`config.mk`:
```
export PLATFORM = sky130hd
export DESIGN_NAME = anneal_counter_flat
export DESIGN_NICKNAME = d
export VERILOG_FILES = /design/src/rtl/anneal_counter_pkg.sv /design/src/rtl/anneal_counter_if.sv /design/src/rtl/anneal_counter_q_sat_step.sv /design/src/rtl/anneal_counter.sv /design/src/flat_wrapper.sv
export SDC_FILE = /design/constraint.sdc
export NUM_CORES = 1
export LEC_CHECK = 0
export BUFFER_PORTS_ARGS = -buffer_cell sky130_fd_sc_hd__buf_2
export CAP_MARGIN = 20
export CORE_AREA = 2 2 118 120
export CTS_CLUSTER_SIZE = 20
export DETAILED_ROUTE_END_ITERATION = 7
export DIE_AREA = 0 0 120 122
export PLACE_DENSITY = 0.48
export REMOVE_ABC_BUFFERS = 1
export SLEW_MARGIN = 20
export SYNTH_ARGS = -nofsm -noshare
export SYNTH_HDL_FRONTEND = slang
export SYNTH_SLANG_ARGS = --single-unit
```
`constraint.sdc`:
```
create_clock -name clk -period 6.7 [get_ports clk]
set_input_delay 0 -clock clk [delete_from_list [all_inputs] [get_ports clk]]
set_output_delay 0 -clock clk [all_outputs]
set_load 0.02 [all_outputs]
```
`src/rtl/anneal_counter_pkg.sv`:
```
// Shared SSQA definitions: scheduler state encoding, default sizes and the
// saturating Q step used by the counter and the temperature monitor.
package ssqa_pkg;

  localparam int SSQA_NN    = 800;
  localparam int SSQA_TEM_W = 8;
  localparam int SSQA_TAU_W = 8;

  typedef enum logic [3:0] {
    IDLE,
    INIT,
    MULT,
    UPD,
    IRESET,
    FIN
  } sched_state_t;

  // Operands arrive sign-extended to 32 bits, so the sum cannot wrap.
  function automatic int sat_add(input int q, input int step, input int qmax);
    int s;
    s = q + step;
    return (s > qmax) ? qmax : s;
  endfunction

endpackage

```
`src/rtl/anneal_counter_if.sv`:
```
// Strobe/feedback bundle between the SSQA scheduler (master) and the
// index/temperature counter (slave).
interface anneal_counter_if
  import ssqa_pkg::*;
#(
  parameter int NN        = SSQA_NN,
  parameter int TEM_WIDTH = SSQA_TEM_W,
  parameter int AW        = $clog2(NN * NN)
);
  localparam int CW = $clog2(NN);

  logic        [SSQA_TAU_W-1:0] tau;
  logic signed [TEM_WIDTH-1:0]  Qmin;
  logic signed [TEM_WIDTH-1:0]  Qmax;
  logic signed [TEM_WIDTH-1:0]  Qstep;
  logic                         en_mult;
  logic                         en_upd;
  logic                         rst_iter;
  logic                         rst_ini;

  logic        [CW-1:0]         count_mult;
  logic        [CW-1:0]         count_spin;
  logic        [SSQA_TAU_W-1:0] count_comp;
  logic signed [TEM_WIDTH-1:0]  Q;
  logic        [AW-1:0]         addr;
  logic                         q_step;
  logic                         iter_done;

  modport master (
    output tau, Qmin, Qmax, Qstep, en_mult, en_upd, rst_iter, rst_ini,
    input  count_mult, count_spin, count_comp, Q, addr, q_step, iter_done
  );

  modport slave (
    input  tau, Qmin, Qmax, Qstep, en_mult, en_upd, rst_iter, rst_ini,
    output count_mult, count_spin, count_comp, Q, addr, q_step, iter_done
  );

endinterface

```
`src/rtl/anneal_counter_q_sat_step.sv`:
```
// Combinational Q + Qstep clamped to Qmax; Qstep is non-negative so only
// the upper bound needs clamping.
module q_sat_step
  import ssqa_pkg::*;
#(
  parameter int TEM_WIDTH = SSQA_TEM_W
) (
  input  logic signed [TEM_WIDTH-1:0] i_q,
  input  logic signed [TEM_WIDTH-1:0] i_step,
  input  logic signed [TEM_WIDTH-1:0] i_qmax,
  output logic signed [TEM_WIDTH-1:0] o_q
);

  assign o_q = TEM_WIDTH'(sat_add(int'(i_q), int'(i_step), int'(i_qmax)));

endmodule

```
`src/rtl/anneal_counter.sv`:
```
// MAC/spin/iteration indices, J-memory address and pseudo-temperature Q for
// the SSQA core; sequencing is owned by the scheduler driving the strobes.
module anneal_counter
  import ssqa_pkg::*;
#(
  parameter int NN        = SSQA_NN,
  parameter int TEM_WIDTH = SSQA_TEM_W,
  parameter int AW        = $clog2(NN * NN)
) (
  input  logic             clk,
  input  logic             rst_sys,
  anneal_counter_if.slave  bus
);

  localparam int CW = $clog2(NN);
  localparam logic [CW-1:0] LAST_IDX  = CW'(NN - 1);
  localparam logic [AW-1:0] LAST_ADDR = AW'(NN * NN - 1);

  logic        [CW-1:0]         r_count_mult;
  logic        [CW-1:0]         r_count_spin;
  logic        [SSQA_TAU_W-1:0] r_count_comp;
  logic signed [TEM_WIDTH-1:0]  r_q;
  logic        [AW-1:0]         r_addr;
  logic                         r_q_step;
  logic                         r_iter_done;

  logic        [SSQA_TAU_W-1:0] w_comp_last;
  logic                         w_step_due;
  logic signed [TEM_WIDTH-1:0]  w_q_next;

  // tau == 0 is treated as one iteration per temperature step.
  assign w_comp_last = (bus.tau == '0) ? '0 : bus.tau - 1'b1;
  assign w_step_due  = (r_count_comp == w_comp_last);

  q_sat_step #(.TEM_WIDTH(TEM_WIDTH)) u_q_sat (
    .i_q   (r_q),
    .i_step(bus.Qstep),
    .i_qmax(bus.Qmax),
    .o_q   (w_q_next)
  );

  always_ff @(posedge clk or posedge rst_sys) begin
    if (rst_sys) begin
      r_count_mult <= '0;
      r_count_spin <= '0;
      r_count_comp <= '0;
      r_q          <= '0;
      r_addr       <= '0;
      r_q_step     <= 1'b0;
      r_iter_done  <= 1'b0;
    end else begin
      r_q_step    <= 1'b0;
      r_iter_done <= 1'b0;
      if (bus.rst_ini) begin
        r_count_mult <= '0;
        r_count_spin <= '0;
        r_count_comp <= '0;
        r_addr       <= '0;
        r_q          <= bus.Qmin;
      end else if (bus.rst_iter) begin
        r_count_mult <= '0;
        r_count_spin <= '0;
        r_addr       <= '0;
        r_iter_done  <= 1'b1;
        if (w_step_due) begin
          r_count_comp <= '0;
          r_q          <= w_q_next;
          r_q_step     <= 1'b1;
        end else begin
          r_count_comp <= r_count_comp + 1'b1;
        end
      end else if (bus.en_upd) begin
        // addr already points at the next row after the NN-th MAC.
        r_count_mult <= '0;
        r_count_spin <= (r_count_spin == LAST_IDX) ? '0 : r_count_spin + 1'b1;
      end else if (bus.en_mult) begin
        if (r_count_mult != LAST_IDX) begin
          r_count_mult <= r_count_mult + 1'b1;
        end
        r_addr <= (r_addr == LAST_ADDR) ? '0 : r_addr + 1'b1;
      end
    end
  end

  assign bus.count_mult = r_count_mult;
  assign bus.count_spin = r_count_spin;
  assign bus.count_comp = r_count_comp;
  assign bus.Q          = r_q;
  assign bus.addr       = r_addr;
  assign bus.q_step     = r_q_step;
  assign bus.iter_done  = r_iter_done;

  a_mult_with_upd : assert property (@(posedge clk) disable iff (rst_sys)
    !(bus.en_upd && bus.en_mult && !bus.rst_iter && !bus.rst_ini))
    else $warning("anneal_counter: en_mult dropped, en_upd took priority");

  // An en_mult at the last index is legal only as the NN-th MAC of the spin.
  a_extra_mac : assert property (@(posedge clk) disable iff (rst_sys)
    (bus.en_mult && !bus.en_upd && !bus.rst_iter && !bus.rst_ini && r_count_mult == LAST_IDX)
    |-> (int'(r_addr) == int'(r_count_spin) * NN + NN - 1))
    else $warning("anneal_counter: en_mult beyond NN MACs in one spin");

endmodule

```
`src/flat_wrapper.sv`:
```
// flat-port wrapper written by rule: the top's interface ports become plain ports
module anneal_counter_flat import ssqa_pkg::*;
#(
  parameter int NN        = SSQA_NN,
  parameter int TEM_WIDTH = SSQA_TEM_W,
  parameter int AW        = $clog2(NN * NN)
)
  (clk, rst_sys, bus_tau, bus_Qmin, bus_Qmax, bus_Qstep, bus_en_mult, bus_en_upd, bus_rst_iter, bus_rst_ini, bus_count_mult, bus_count_spin, bus_count_comp, bus_Q, bus_addr, bus_q_step, bus_iter_done);
  anneal_counter_if #(.NN(NN), .TEM_WIDTH(TEM_WIDTH), .AW(AW)) bus_i ();
  input  logic clk;
  input  logic rst_sys;
  input wire logic [$bits(bus_i.tau)-1:0] bus_tau;
  input wire logic [$bits(bus_i.Qmin)-1:0] bus_Qmin;
  input wire logic [$bits(bus_i.Qmax)-1:0] bus_Qmax;
  input wire logic [$bits(bus_i.Qstep)-1:0] bus_Qstep;
  input wire logic [$bits(bus_i.en_mult)-1:0] bus_en_mult;
  input wire logic [$bits(bus_i.en_upd)-1:0] bus_en_upd;
  input wire logic [$bits(bus_i.rst_iter)-1:0] bus_rst_iter;
  input wire logic [$bits(bus_i.rst_ini)-1:0] bus_rst_ini;
  output wire logic [$bits(bus_i.count_mult)-1:0] bus_count_mult;
  output wire logic [$bits(bus_i.count_spin)-1:0] bus_count_spin;
  output wire logic [$bits(bus_i.count_comp)-1:0] bus_count_comp;
  output wire logic [$bits(bus_i.Q)-1:0] bus_Q;
  output wire logic [$bits(bus_i.addr)-1:0] bus_addr;
  output wire logic [$bits(bus_i.q_step)-1:0] bus_q_step;
  output wire logic [$bits(bus_i.iter_done)-1:0] bus_iter_done;
  assign bus_i.tau = bus_tau;
  assign bus_i.Qmin = bus_Qmin;
  assign bus_i.Qmax = bus_Qmax;
  assign bus_i.Qstep = bus_Qstep;
  assign bus_i.en_mult = bus_en_mult;
  assign bus_i.en_upd = bus_en_upd;
  assign bus_i.rst_iter = bus_rst_iter;
  assign bus_i.rst_ini = bus_rst_ini;
  assign bus_count_mult = bus_i.count_mult;
  assign bus_count_spin = bus_i.count_spin;
  assign bus_count_comp = bus_i.count_comp;
  assign bus_Q = bus_i.Q;
  assign bus_addr = bus_i.addr;
  assign bus_q_step = bus_i.q_step;
  assign bus_iter_done = bus_i.iter_done;
  anneal_counter #(.NN(NN), .TEM_WIDTH(TEM_WIDTH), .AW(AW)) u_core (.clk(clk), .rst_sys(rst_sys), .bus(bus_i));
endmodule
```
-- Word-level counts from Yosys, hierarchy flattened
Cells that the tools add are included.
- logic and storage cells: 56
- input port bits: 38
- bits in registers: 58
- output and inout bits: 58
- order comparisons: 1
- multiplexer cells: 27
- add/subtract/negate cells: 6
- reductions and logical operators: 10
- eq/ne operators: 5
- operators with widths (operator ; count):
    $mux 20 ; 5
    $mux 10 ; 9
    $mux 8 ; 8
    $add 10x1->10 const B ; 2
    $add 20x1->20 const B ; 1
    $eq 20x20->1 const B ; 1
    $eq 10x10->1 const B ; 1
    $ne 10x10->1 const B ; 1
    $add 8x8->9 ; 1
    $gt 9x8->1 ; 1
    $add 8x1->8 const B ; 1
    $eq 8x8->1 ; 1
    $logic_not 8->1 ; 1
    $reduce_bool 4->1 ; 2
    $sub 8x1->8 const B ; 1
    $reduce_and 2->1 ; 3
    $reduce_bool 3->1 ; 2
    $mux 1 ; 5
    $reduce_bool 2->1 ; 2
    $ne 3x1->1 const B ; 1

-- Depth between registers and ports, before layout
Gate-level depths: netlist (run 1).
- word-level depth: 6
- mapped depth: 16
- mapped depth without buffers: 15

-- By module
From an unflattened synthesis (run 1), not the netlist that was laid out.
- cells, all modules: 471
- area, all modules: 4055.1 sq um
- modules (own cells, without submodules) (module ; times used ; area each (sq um) ; cells each ; seq. area each (sq um)):
    anneal_counter ; 1 ; 3410.8 ; 394 ; 1451.4
    q_sat_step ; 1 ; 644.4 ; 77 ; 0.0

-- Worst setup path after synthesis (run 1)
No wires, ideal clock.
- kind: reg-to-reg
- from: reg u_core.r_q[0] (netlist: u_core.bus.Q[0])
- to: reg u_core.r_q[4] (netlist: u_core.bus.Q[4])
- path buffers: 1
- arrival time: 3.500 ns
- data required time: 6.631 ns
- clock period less this slack: 3.568 ns
- stages on the path, launching flop included: 16
- slack: 3.132 ns
- setup time: 0.069 ns
- cells stage by stage: dfrtp_1 ha_1 fa_1 a21oi_1 o21ai_0 o21ai_0 xnor2_1 ha_1 a2111oi_0 o31ai_1 o31ai_1 o221ai_1 clkbuf_1 mux2i_1 or3_2 nand3_1
- word-level cells in the longest chain between the ends: 6
- RTL lines (what ; line ; source):
    from (decl) ; anneal_counter.sv:22 ; logic signed [TEM_WIDTH-1:0] r_q;
    from (signal assigned) ; anneal_counter.sv:59 ; r_q <= bus.Qmin;
    from (signal assigned) ; anneal_counter.sv:67 ; r_q <= w_q_next;
    $add 8x8->9 (*) ; anneal_counter_pkg.sv:21 ; s = q + step;
    $gt 9x8->1 ; anneal_counter_pkg.sv:22 ; return (s > qmax) ? qmax : s;
    $mux 8 (*) ; anneal_counter_pkg.sv:22 ;
    $mux 8 (*) ; anneal_counter.sv:65 ; if (w_step_due) begin
    $mux 8 (*) ; anneal_counter.sv:60 ; end else if (bus.rst_iter) begin
    $mux 8 (*) ; anneal_counter.sv:54 ; if (bus.rst_ini) begin
Mark *: on every way between the ends. The rest lies on a longest branch, timed or not. The select of a mux whose other input is x is not followed.
A chain may end at the register's enable or synchronous reset.

-- Worst setup path after layout (run 1)
Same ends and word-level chain as after synthesis.

==> impl_table.tex, run 1 <==
\begin{tabular}{lr}
\hline
Metric & Value \\
\hline
\multicolumn{2}{l}{\textbf{Synthesis}} \\
Sequential share of the synthesized area & 36.8\% \\
Post-synthesis instance total & 457 \\
EDFF count, synth & 0 \\
Synth Warn \# & 0 \\
Main synth FF type & sky130\_fd\_sc\_hd\_\_dfrtp\_1 \\
Proportion of synthesized flip-flops having asynchronous set or reset & 100\% \\
Average cell area after synthesis & 8.63 µm² \\
Number of synthesized register bits & 58 \\
Total standard cell area after synthesis & 3940 µm² \\
Unique masters post-synth & 62 \\
\multicolumn{2}{l}{\textbf{Worst setup path}} \\
Critical path class & flop to flop \\
Nature of the critical path endpoint & flop \\
Arrival time at the worst endpoint & 4.13 ns \\
Crit Path Max Fanout & 6 \\
List of cells traversed by the critical path & ha\_1 > fa\_1 > a21oi\_1 > o21ai\_0 > o21ai\_0 > xnor2\_1 > ha\_1 > a2111oi\_0 > o31ai\_1 > o31ai\_1 > o221ai\_1 > buf\_2 > mux2i\_1 > or3\_2 > nand3\_1 \\
Startpoint of the worst setup timing path & u\_core.bus.Q[0] \\
Cell depth of the worst flop-to-flop path & 15 \\
Reg-to-reg critical path startpoint & u\_core.bus.Q[0] \\
Reg-to-Reg End & u\_core.bus.Q[4] \\
Reg-to-reg slack, setup & 2.84 ns \\
Slowest library cell on the worst path & sky130\_fd\_sc\_hd\_\_fa\_1 \\
Worst Setup EP & u\_core.bus.Q[4] \\
Maximum single-stage delay on the critical path & 0.42 ns \\
Kind of start point of the critical path & flop \\
Required time at the endpoint of the critical path & 6.97 ns \\
\multicolumn{2}{l}{\textbf{Routing}} \\
Avg WL per Cell & 14.5 µm \\
Number of violations reported at the end of detailed-routing iteration 0 & 180 \\
Drt total wl & 10800 µm \\
Routed vias/inst & 5.06 \\
Vias after detailed routing & 3772 \\
DRC violation count after routing & 0 \\
Number of routed nets with antenna violations & 0 \\
First-pass iteration count of the detailed router & 5 \\
\multicolumn{2}{l}{\textbf{Place}} \\
HPWL after DPL & 7690 µm \\
\# port buffers & 95 \\
Final GP Congestion & 0.839 \\
Worst Setup Slack post-DPL & 2.86 ns \\
\multicolumn{2}{l}{\textbf{Hold path}} \\
Hold/Removal Path Class & primary input to flop \\
\multicolumn{2}{l}{\textbf{Power and ir drop}} \\
Pwr per Cell Area & 207 nW/µm² \\
Worst vdd ir & 0.0843 mV \\
Leak Pwr & 2.35 nW \\
Total design power & 1.03 mW \\
\multicolumn{2}{l}{\textbf{Global route}} \\
Gr ovfl total & 0 \\
Maximum number of pins on one net before global-route repair & 59 \\
Number of antenna violations at the first check in global routing & 0 \\
Number of global-route vias before repair & 3704 \\
First-pass GRT wire length & 17900 µm \\
GRT Total Usage & 15.3\% \\
\multicolumn{2}{l}{\textbf{Clocking}} \\
Setup Buffers After CTS & 0 \\
Clock tree from TritonCTS & built \\
Root buffer cell & sky130\_fd\_sc\_hd\_\_clkbuf\_16 \\
Insertion delay of the later-clocked pin in the worst-skew pair & 0.34 ns \\
Number of buffers on the longest clock path & 2 \\
Clock-pin slew on the worst setup and hold paths & 0.06 ns \\
Total number of clock tree sinks & 58 \\
Num CTS Buffers & 9 \\
Clock H-tree levels & 3 \\
\multicolumn{2}{l}{\textbf{Timing}} \\
Max Fclk & 259 MHz \\
Setup Total Neg Slack & 0 ns \\
RSZ-0062 raised after global routing & false \\
Minimum setup slack in the final design & 2.84 ns \\
Post-route minimum period & 3.86 ns \\
Worst hold margin & 0.0187 ns \\
Final hold violation count & 0 \\
Part of the cycle the worst path needs & 57.6\% \\
Least-Margin Pin Slew & 0.788 ns \\
Worst rel slew slack & 47.5\% \\
Number of slew-limit violations in the final report & 0 \\
\# setup viols final & 0 \\
Clock tree skew after final layout & 0.00415 ns \\
\multicolumn{2}{l}{\textbf{Die}} \\
Width of the die & 120 µm \\
Rows & 43 \\
Core Box Area & 13500 µm² \\
Y dimension of the die & 122 µm \\
Effective utilization at floorplan & 29.2\% \\
Area of the die & 14600 µm² \\
Count of boundary I/O pins & 96 \\
\multicolumn{2}{l}{\textbf{Run}} \\
Max-cap violations & 0 \\
\multicolumn{2}{l}{\textbf{Finish}} \\
Total number of nets in the final design & 622 \\
Final Core Density & 36.9\% \\
Synth-to-layout area growth & 26.4\% \\
Commonest cells after routing, fill and taps aside & sky130\_fd\_sc\_hd\_\_buf\_2, sky130\_fd\_sc\_hd\_\_dfrtp\_1, sky130\_fd\_sc\_hd\_\_o21ai\_0, sky130\_fd\_sc\_hd\_\_nand2\_1, sky130\_fd\_sc\_hd\_\_nor2\_1 \\
Ant diodes & 0 \\
Share of layout cells above drive strength 1 & 22.8\% \\
Most common library cell in the layout ignoring fill and taps & sky130\_fd\_sc\_hd\_\_buf\_2 \\
\multicolumn{2}{l}{\textbf{Outcome}} \\
Outcome & completed \\
\hline
\end{tabular}
worst min-delay path by stage:
stage | slack (ns) | end | cells after the start | start
global route | 0.03 | u_core.bus.count_comp[0] | 3 | bus_rst_iter
floorplan | 0.06 | u_core.bus.count_comp[0] | 1 | bus_rst_ini
detailed placement | 0.22 | u_core.bus.Q[3] | 3 | bus_Qmin[3]
finish | 0.02 | u_core.bus.count_comp[0] | 3 | bus_rst_iter
global placement | 0.21 | u_core.bus.Q[3] | 3 | bus_Qmin[3]
CTS | 0.01 | u_core.bus.count_comp[0] | 3 | bus_rst_iter
kinds of logic after synthesis:
logic type / synth area share, %
buffers and inverters: 3.36
and+or+nand+nor: 26.0
DFF: 36.8
adders and majority gates: 7.49
AOI/OAI and AO/OA: 18.3
xor gates and xnor gates: 6.00
muxes: 2.06
repair_timing:
action                    CTS  global route
resized for setup           0             0
hold buffers                9             0
hold endpoints to repair   66             0
power breakdown:
| part | switching, mW | leakage, nW | internal, mW |
|---|---|---|---|
| clock network | 0.176 | 0.145 | 0.287 |
| logic | 0.118 | 1.41 | 0.0842 |
| registers | 0.00971 | 0.792 | 0.358 |
| total | 0.304 | 2.35 | 0.728 |
metal layers:
layer | routed length [µm] | global-route usage, % | share of wire, % | vias up
met3 | 657 | 3.42 | 6.1 | 15
li1 | - | - | - | 1887
met2 | 4850 | 23.9 | 45 | 98
met4 | 221 | 7.28 | 2.0 | 0
met1 | 5070 | 20.2 | 47 | 1772
met5 | 0 | 0 | 0 | -
Yosys cell counts, types with 7 or more instances:
library cell | number | area, µm²
sky130_fd_sc_hd__a21oi_1 | 21 | 105
sky130_fd_sc_hd__clkbuf_1 | 11 | 41.3
sky130_fd_sc_hd__nand4_1 | 15 | 93.8
sky130_fd_sc_hd__nand3_1 | 23 | 115
sky130_fd_sc_hd__nor2_1 | 42 | 158
sky130_fd_sc_hd__or3_1 | 9 | 56.3
sky130_fd_sc_hd__nand2_1 | 47 | 176
sky130_fd_sc_hd__nand3b_1 | 7 | 52.6
sky130_fd_sc_hd__o21ai_0 | 48 | 240
sky130_fd_sc_hd__and3_1 | 12 | 75.1
sky130_fd_sc_hd__mux2i_1 | 7 | 70.1
sky130_fd_sc_hd__a31oi_1 | 8 | 50.1
sky130_fd_sc_hd__ha_1 | 22 | 275
sky130_fd_sc_hd__dfrtp_1 | 58 | 1450
sky130_fd_sc_hd__xnor2_1 | 11 | 96.3
sky130_fd_sc_hd__inv_1 | 17 | 63.8
sky130_fd_sc_hd__xor2_1 | 16 | 140
sky130_fd_sc_hd__nor3_1 | 16 | 80.1
flip-flops by register name (all words and copies together) (netlist names):
name / flops
u_core.bus.q_step: 1
u_core.bus.iter_done: 1
u_core.bus.count_mult: 10
u_core.bus.count_spin: 10
u_core.bus.addr: 20
u_core.bus.count_comp: 8
u_core.bus.Q: 8
worst max-delay path: cells and delay by family (launching register included):
kind,cells,cell delay (ns)
AO/OA/AOI/OAI,7,1.32
XOR/XNOR,1,0.20
adder cells (fa/ha/maj),3,0.97
buffers and inverters,1,0.27
flip-flops,1,0.40
multiplexers,1,0.12
AND/OR/NAND/NOR,2,0.50
cell type report:
class                   count  area (µm²)
fillers                  1383        8520
multi-input cells         367        2360
flip-flops and latches     58        1450
repair buffers            107         586
clock buffers               9         225
well taps                 180         225
clock inverters             7        70.1
inverters                  18        67.6
per-stage QoR:
step / instance area (µm²) / std cells
after floorplan: 3880 / 443
after global placement: 4590 / 720
after detailed placement: 4600 / 721
after CTS: 4980 / 746
after global routing: 4980 / 746
final: 4980 / 746
No activity file was read; power rests on OpenSTA's default activity.
==> run 2: changes to the inputs <==
--- a/config.mk
+++ b/config.mk
@@ -5,12 +5,13 @@
 export SDC_FILE = /design/constraint.sdc
 export NUM_CORES = 1
 export LEC_CHECK = 0
+export ABC_AREA = 1
 export BUFFER_PORTS_ARGS = -buffer_cell sky130_fd_sc_hd__buf_2
 export CAP_MARGIN = 20
-export CORE_AREA = 2 2 118 120
+export CORE_AREA = 2 2 122 124
 export CTS_CLUSTER_SIZE = 20
 export DETAILED_ROUTE_END_ITERATION = 7
-export DIE_AREA = 0 0 120 122
+export DIE_AREA = 0 0 124 126
 export PLACE_DENSITY = 0.48
 export REMOVE_ABC_BUFFERS = 1
 export SLEW_MARGIN = 20
==> constraint.sdc (replaced) <==
create_clock -name clk -period 3.85 [get_ports clk]
set_input_delay 0 -clock clk [delete_from_list [all_inputs] [get_ports clk]]
set_output_delay 0 -clock clk [all_outputs]
set_load 0.02 [all_outputs]
==> impl_table.tex, run 2 <==
\begin{tabular}{lr}
\hline
Metric & Value \\
\hline
\multicolumn{2}{l}{\textbf{Power and ir drop}} \\
Worst vdd ir & 0.155 mV (was 0.0843 mV) \\
Seq pwr share & 28.5\% (was 35.6\%) \\
Share of total power in the clock network & 33.7\% (was 44.9\%) \\
Fraction of power consumed by combinational cells & 37.8\% (was 19.6\%) \\
Leak Pwr & 2.77 nW (was 2.35 nW) \\
Net switching power & 936 µW (was 304 µW) \\
Sw frac & 38.2\% (was 29.4\%) \\
Pwr per Cell Area & 466 nW/µm² (was 207 nW/µm²) \\
Internal & 1.52 mW (was 728 µW) \\
\multicolumn{2}{l}{\textbf{Finish}} \\
Commonest cells after routing, fill and taps aside & sky130\_fd\_sc\_hd\_\_nand2\_1, sky130\_fd\_sc\_hd\_\_buf\_2, sky130\_fd\_sc\_hd\_\_inv\_1, sky130\_fd\_sc\_hd\_\_nand3\_1, sky130\_fd\_sc\_hd\_\_dfrtp\_1 (was sky130\_fd\_sc\_hd\_\_buf\_2, sky130\_fd\_sc\_hd\_\_dfrtp\_1, sky130\_fd\_sc\_hd\_\_o21ai\_0, sky130\_fd\_sc\_hd\_\_nand2\_1, sky130\_fd\_sc\_hd\_\_nor2\_1) \\
Total number of nets in the final design & 779 (was 622) \\
Final cell count without fillers & 907 (was 746) \\
Most common library cell in the layout ignoring fill and taps & sky130\_fd\_sc\_hd\_\_nand2\_1 (was sky130\_fd\_sc\_hd\_\_buf\_2) \\
Synth-to-layout area growth & 25.3\% (was 26.4\%) \\
Ant diodes & 0 (unchanged) \\
Final Core Density & 36.7\% (was 36.9\%) \\
Share of layout cells above drive strength 1 & 18.7\% (was 22.8\%) \\
Number of flip-flops in the largest register & 20 (unchanged) \\
\multicolumn{2}{l}{\textbf{Routing}} \\
DRC violation count after routing & 0 (unchanged) \\
First-pass iteration count of the detailed router & 4 (was 5) \\
Drt total wl & 11800 µm (was 10800 µm) \\
Vias after detailed routing & 4319 (was 3772) \\
Avg WL per Cell & 13.0 µm (was 14.5 µm) \\
Number of violations reported at the end of detailed-routing iteration 0 & 282 (was 180) \\
Number of routed nets with antenna violations & 0 (unchanged) \\
Routed vias/inst & 4.76 (was 5.06) \\
\multicolumn{2}{l}{\textbf{Global route}} \\
Number of antenna violations at the first check in global routing & 0 (unchanged) \\
Gr ovfl total & 0 (unchanged) \\
Number of global-route vias before repair & 4179 (was 3704) \\
GRT Total Usage & 15.8\% (was 15.3\%) \\
First-pass GRT wire length & 19600 µm (was 17900 µm) \\
Maximum number of pins on one net before global-route repair & 46 (was 59) \\
\multicolumn{2}{l}{\textbf{Timing}} \\
Final hold violation count & 0 (unchanged) \\
Max Fclk & 316 MHz (was 259 MHz) \\
Part of the cycle the worst path needs & 82.1\% (was 57.6\%) \\
RSZ-0062 raised after global routing & false (unchanged) \\
Least-Margin Pin Slew & 0.890 ns (was 0.788 ns) \\
Post-route minimum period & 3.16 ns (was 3.86 ns) \\
Worst rel slew slack & 40.7\% (was 47.5\%) \\
Number of slew-limit violations in the final report & 0 (unchanged) \\
Setup Total Neg Slack & 0 ns (unchanged) \\
Minimum setup slack in the final design & 0.688 ns (was 2.84 ns) \\
\# setup viols final & 0 (unchanged) \\
Clock tree skew after final layout & 0.00654 ns (was 0.00415 ns) \\
\multicolumn{2}{l}{\textbf{Worst setup path}} \\
Arrival time at the worst endpoint & 3.39 ns (was 4.13 ns) \\
Required time at the endpoint of the critical path & 4.08 ns (was 6.97 ns) \\
Cell depth of the worst flop-to-flop path & 18 (was 15) \\
Crit Path Max Fanout & 9 (was 6) \\
Reg-to-reg critical path startpoint & u\_core.bus.Q[0] (unchanged) \\
Reg-to-reg slack, setup & 0.69 ns (was 2.84 ns) \\
Kind of start point of the critical path & flop (unchanged) \\
Critical path class & flop to flop (unchanged) \\
Nature of the critical path endpoint & flop (unchanged) \\
Reg-to-Reg End & u\_core.bus.Q[3] (was u\_core.bus.Q[4]) \\
\multicolumn{2}{l}{\textbf{Synthesis}} \\
Average cell area after synthesis & 6.89 µm² (was 8.63 µm²) \\
Commonest cells in the synthesized netlist & sky130\_fd\_sc\_hd\_\_nand2\_1, sky130\_fd\_sc\_hd\_\_inv\_1, sky130\_fd\_sc\_hd\_\_nand3\_1, sky130\_fd\_sc\_hd\_\_dfrtp\_1, sky130\_fd\_sc\_hd\_\_nor2\_1 (was sky130\_fd\_sc\_hd\_\_dfrtp\_1, sky130\_fd\_sc\_hd\_\_o21ai\_0, sky130\_fd\_sc\_hd\_\_nand2\_1, sky130\_fd\_sc\_hd\_\_nor2\_1, sky130\_fd\_sc\_hd\_\_nand3\_1) \\
Total standard cell area after synthesis & 4190 µm² (was 3940 µm²) \\
Main synth FF type & sky130\_fd\_sc\_hd\_\_dfrtp\_1 (unchanged) \\
EDFF count, synth & 0 (unchanged) \\
Area contributors post-synth & sky130\_fd\_sc\_hd\_\_dfrtp\_1, sky130\_fd\_sc\_hd\_\_nand2\_1, sky130\_fd\_sc\_hd\_\_nand3\_1 (was sky130\_fd\_sc\_hd\_\_dfrtp\_1, sky130\_fd\_sc\_hd\_\_ha\_1, sky130\_fd\_sc\_hd\_\_o21ai\_0) \\
Unique masters post-synth & 40 (was 62) \\
Largest area contributor in the synthesized netlist & sky130\_fd\_sc\_hd\_\_dfrtp\_1 (unchanged) \\
Sequential share of the synthesized area & 34.6\% (was 36.8\%) \\
Post-synthesis instance total & 609 (was 457) \\
Synth Warn \# & 0 (unchanged) \\
Number of synthesized register bits & 58 (unchanged) \\
Proportion of synthesized flip-flops having asynchronous set or reset & 100\% (unchanged) \\
Count leader, synth & sky130\_fd\_sc\_hd\_\_nand2\_1 (was sky130\_fd\_sc\_hd\_\_dfrtp\_1) \\
Area share of the largest cell type after synthesis & 34.6\% (was 36.8\%) \\
\multicolumn{2}{l}{\textbf{Run}} \\
Max-cap violations & 0 (unchanged) \\
\multicolumn{2}{l}{\textbf{Hold path}} \\
Hold Crit Start & bus\_en\_upd (was bus\_rst\_iter) \\
Hold Crit Depth & 3 (unchanged) \\
Hold/Removal Path Class & primary input to flop (unchanged) \\
Capture endpoint of the worst hold path & u\_core.bus.count\_spin[1] (was u\_core.bus.count\_comp[0]) \\
\multicolumn{2}{l}{\textbf{Place}} \\
Final GP Congestion & 0.851 (was 0.839) \\
Worst Setup Slack post-DPL & 0.695 ns (was 2.86 ns) \\
HPWL after DPL & 9160 µm (was 7690 µm) \\
\# port buffers & 95 (unchanged) \\
Cell Count Post-Placement & 882 (was 721) \\
\multicolumn{2}{l}{\textbf{Die}} \\
Y dimension of the die & 126 µm (was 122 µm) \\
Width of the die & 124 µm (was 120 µm) \\
Rows & 44 (was 43) \\
Effective utilization at floorplan & 29.3\% (was 29.2\%) \\
Count of boundary I/O pins & 96 (unchanged) \\
Area of the die & 15600 µm² (was 14600 µm²) \\
Core Box Area & 14300 µm² (was 13500 µm²) \\
\multicolumn{2}{l}{\textbf{Outcome}} \\
Outcome & completed (unchanged) \\
\multicolumn{2}{l}{\textbf{Clocking}} \\
Root buffer cell & sky130\_fd\_sc\_hd\_\_clkbuf\_16 (unchanged) \\
Clock tree from TritonCTS & built (unchanged) \\
Number of buffers on the longest clock path & 2 (unchanged) \\
Clock H-tree levels & 3 (unchanged) \\
Clock-pin slew on the worst setup and hold paths & 0.05 ns (was 0.06 ns) \\
Num CTS Buffers & 9 (unchanged) \\
Insertion delay of the later-clocked pin in the worst-skew pair & 0.34 ns (about the same) \\
Total number of clock tree sinks & 58 (unchanged) \\
\hline
\end{tabular}
==> run 2: cell types whose count changed in the layout (fill, tap and decap cells not counted), sizes merged, moves of 7 or more <==
cell / previous run / this run
and3: 12 / 1
or3: 10 / 0
inv: 17 / 92
mux2i: 7 / 0
a21oi: 21 / 29
o21ai: 48 / 23
xnor2: 11 / 1
nor2: 42 / 62
nand2: 47 / 168
nand3: 23 / 77
==> run 2: through the flow <==
stage / hold slack, ns / total power, mW / instance area, µm²
finish: 0.0111 / 2.45 / 5260
global placement: -0.0282 / 1.62 / 4860
detailed placement: -0.0297 / 1.63 / 4860
CTS: 0.000843 / 2.48 / 5260
global route: 0.0349 / 2.64 / 5260
floorplan: 0.0664 / 1.38 / 4150
==> run 2: worst max path at each step <==
| stage | start | to | depth (start not counted) |
|---|---|---|---|
| global placement | u_core.bus.Q[0] | u_core.bus.Q[5] | 19 |
| CTS | u_core.bus.Q[0] | u_core.bus.Q[3] | 18 |
| finish | u_core.bus.Q[0] | u_core.bus.Q[3] | 18 |
| detailed placement | u_core.bus.Q[0] | u_core.bus.Q[3] | 18 |
| floorplan | u_core.bus.Q[0] | u_core.bus.Q[1] | 19 |
| global route | u_core.bus.Q[0] | u_core.bus.Q[3] | 18 |
==> run 2: cell type report <==
type                    instances  area (µm²)
fillers                      1588        9060
repair buffers                105         573
clock buffers                  11         253
flip-flops and latches         58        1450
well taps                     184         230
multi-input cells             452        2350
clock inverters                 5        52.6
inverters                      92         345
==> run 2: logic make-up (layout without fill, tap and decap cells) <==
family,Yosys count,count (layout),share of synthesized area (%)
AO/OA/AOI/OAI,61,61,7.97
flip-flops,58,58,34.6
AND/OR/NAND/NOR,357,357,38.8
XOR/XNOR,11,11,2.30
buffers and inverters,99,213,9.34
adder cells (fa/ha/maj),23,23,7.04
==> run 2: repair_timing <==
item,in CTS,in global routing
buffers inserted,0,0
setup endpoints to repair,0,0
hold endpoints to repair,21,0
resized for setup,0,0
hold buffers,9,0
==> run 2: worst max-delay path: stages (launching register included) <==
cell                      delay [ns]
sky130_fd_sc_hd__dfrtp_1        0.40
sky130_fd_sc_hd__ha_1           0.25
sky130_fd_sc_hd__fa_1           0.43
sky130_fd_sc_hd__nand2_1        0.10
sky130_fd_sc_hd__nand3_1        0.08
sky130_fd_sc_hd__xor2_1         0.18
sky130_fd_sc_hd__inv_1          0.06
sky130_fd_sc_hd__ha_1           0.29
sky130_fd_sc_hd__nand2_1        0.08
sky130_fd_sc_hd__nor2_1         0.20
sky130_fd_sc_hd__nand3_1        0.18
sky130_fd_sc_hd__nand4_1        0.13
sky130_fd_sc_hd__nand2_1        0.19
sky130_fd_sc_hd__nand2_1        0.19
sky130_fd_sc_hd__nand2_1        0.06
sky130_fd_sc_hd__nand3_1        0.08
sky130_fd_sc_hd__nand2_1        0.05
sky130_fd_sc_hd__nand2_1        0.06
sky130_fd_sc_hd__nand2_1        0.05
==> run 2: power groups by stage <==
stage	clock (mW)	sequential (mW)	combinational [mW]
2_1_floorplan	0	0.749	0.630
3_3_place_gp	0	0.708	0.913
3_5_place_dp	0	0.707	0.923
4_1_cts	0.852	0.699	0.932
5_1_grt	0.880	0.707	1.06
6_report	0.826	0.699	0.927
==> run 2: routing by layer <==
layer | global-route usage [%] | share of wire (%)
met5 | 0 | 0
met3 | 3.35 | 5.1
met1 | 20.9 | 47
met4 | 7.07 | 2.7
met2 | 24.7 | 45
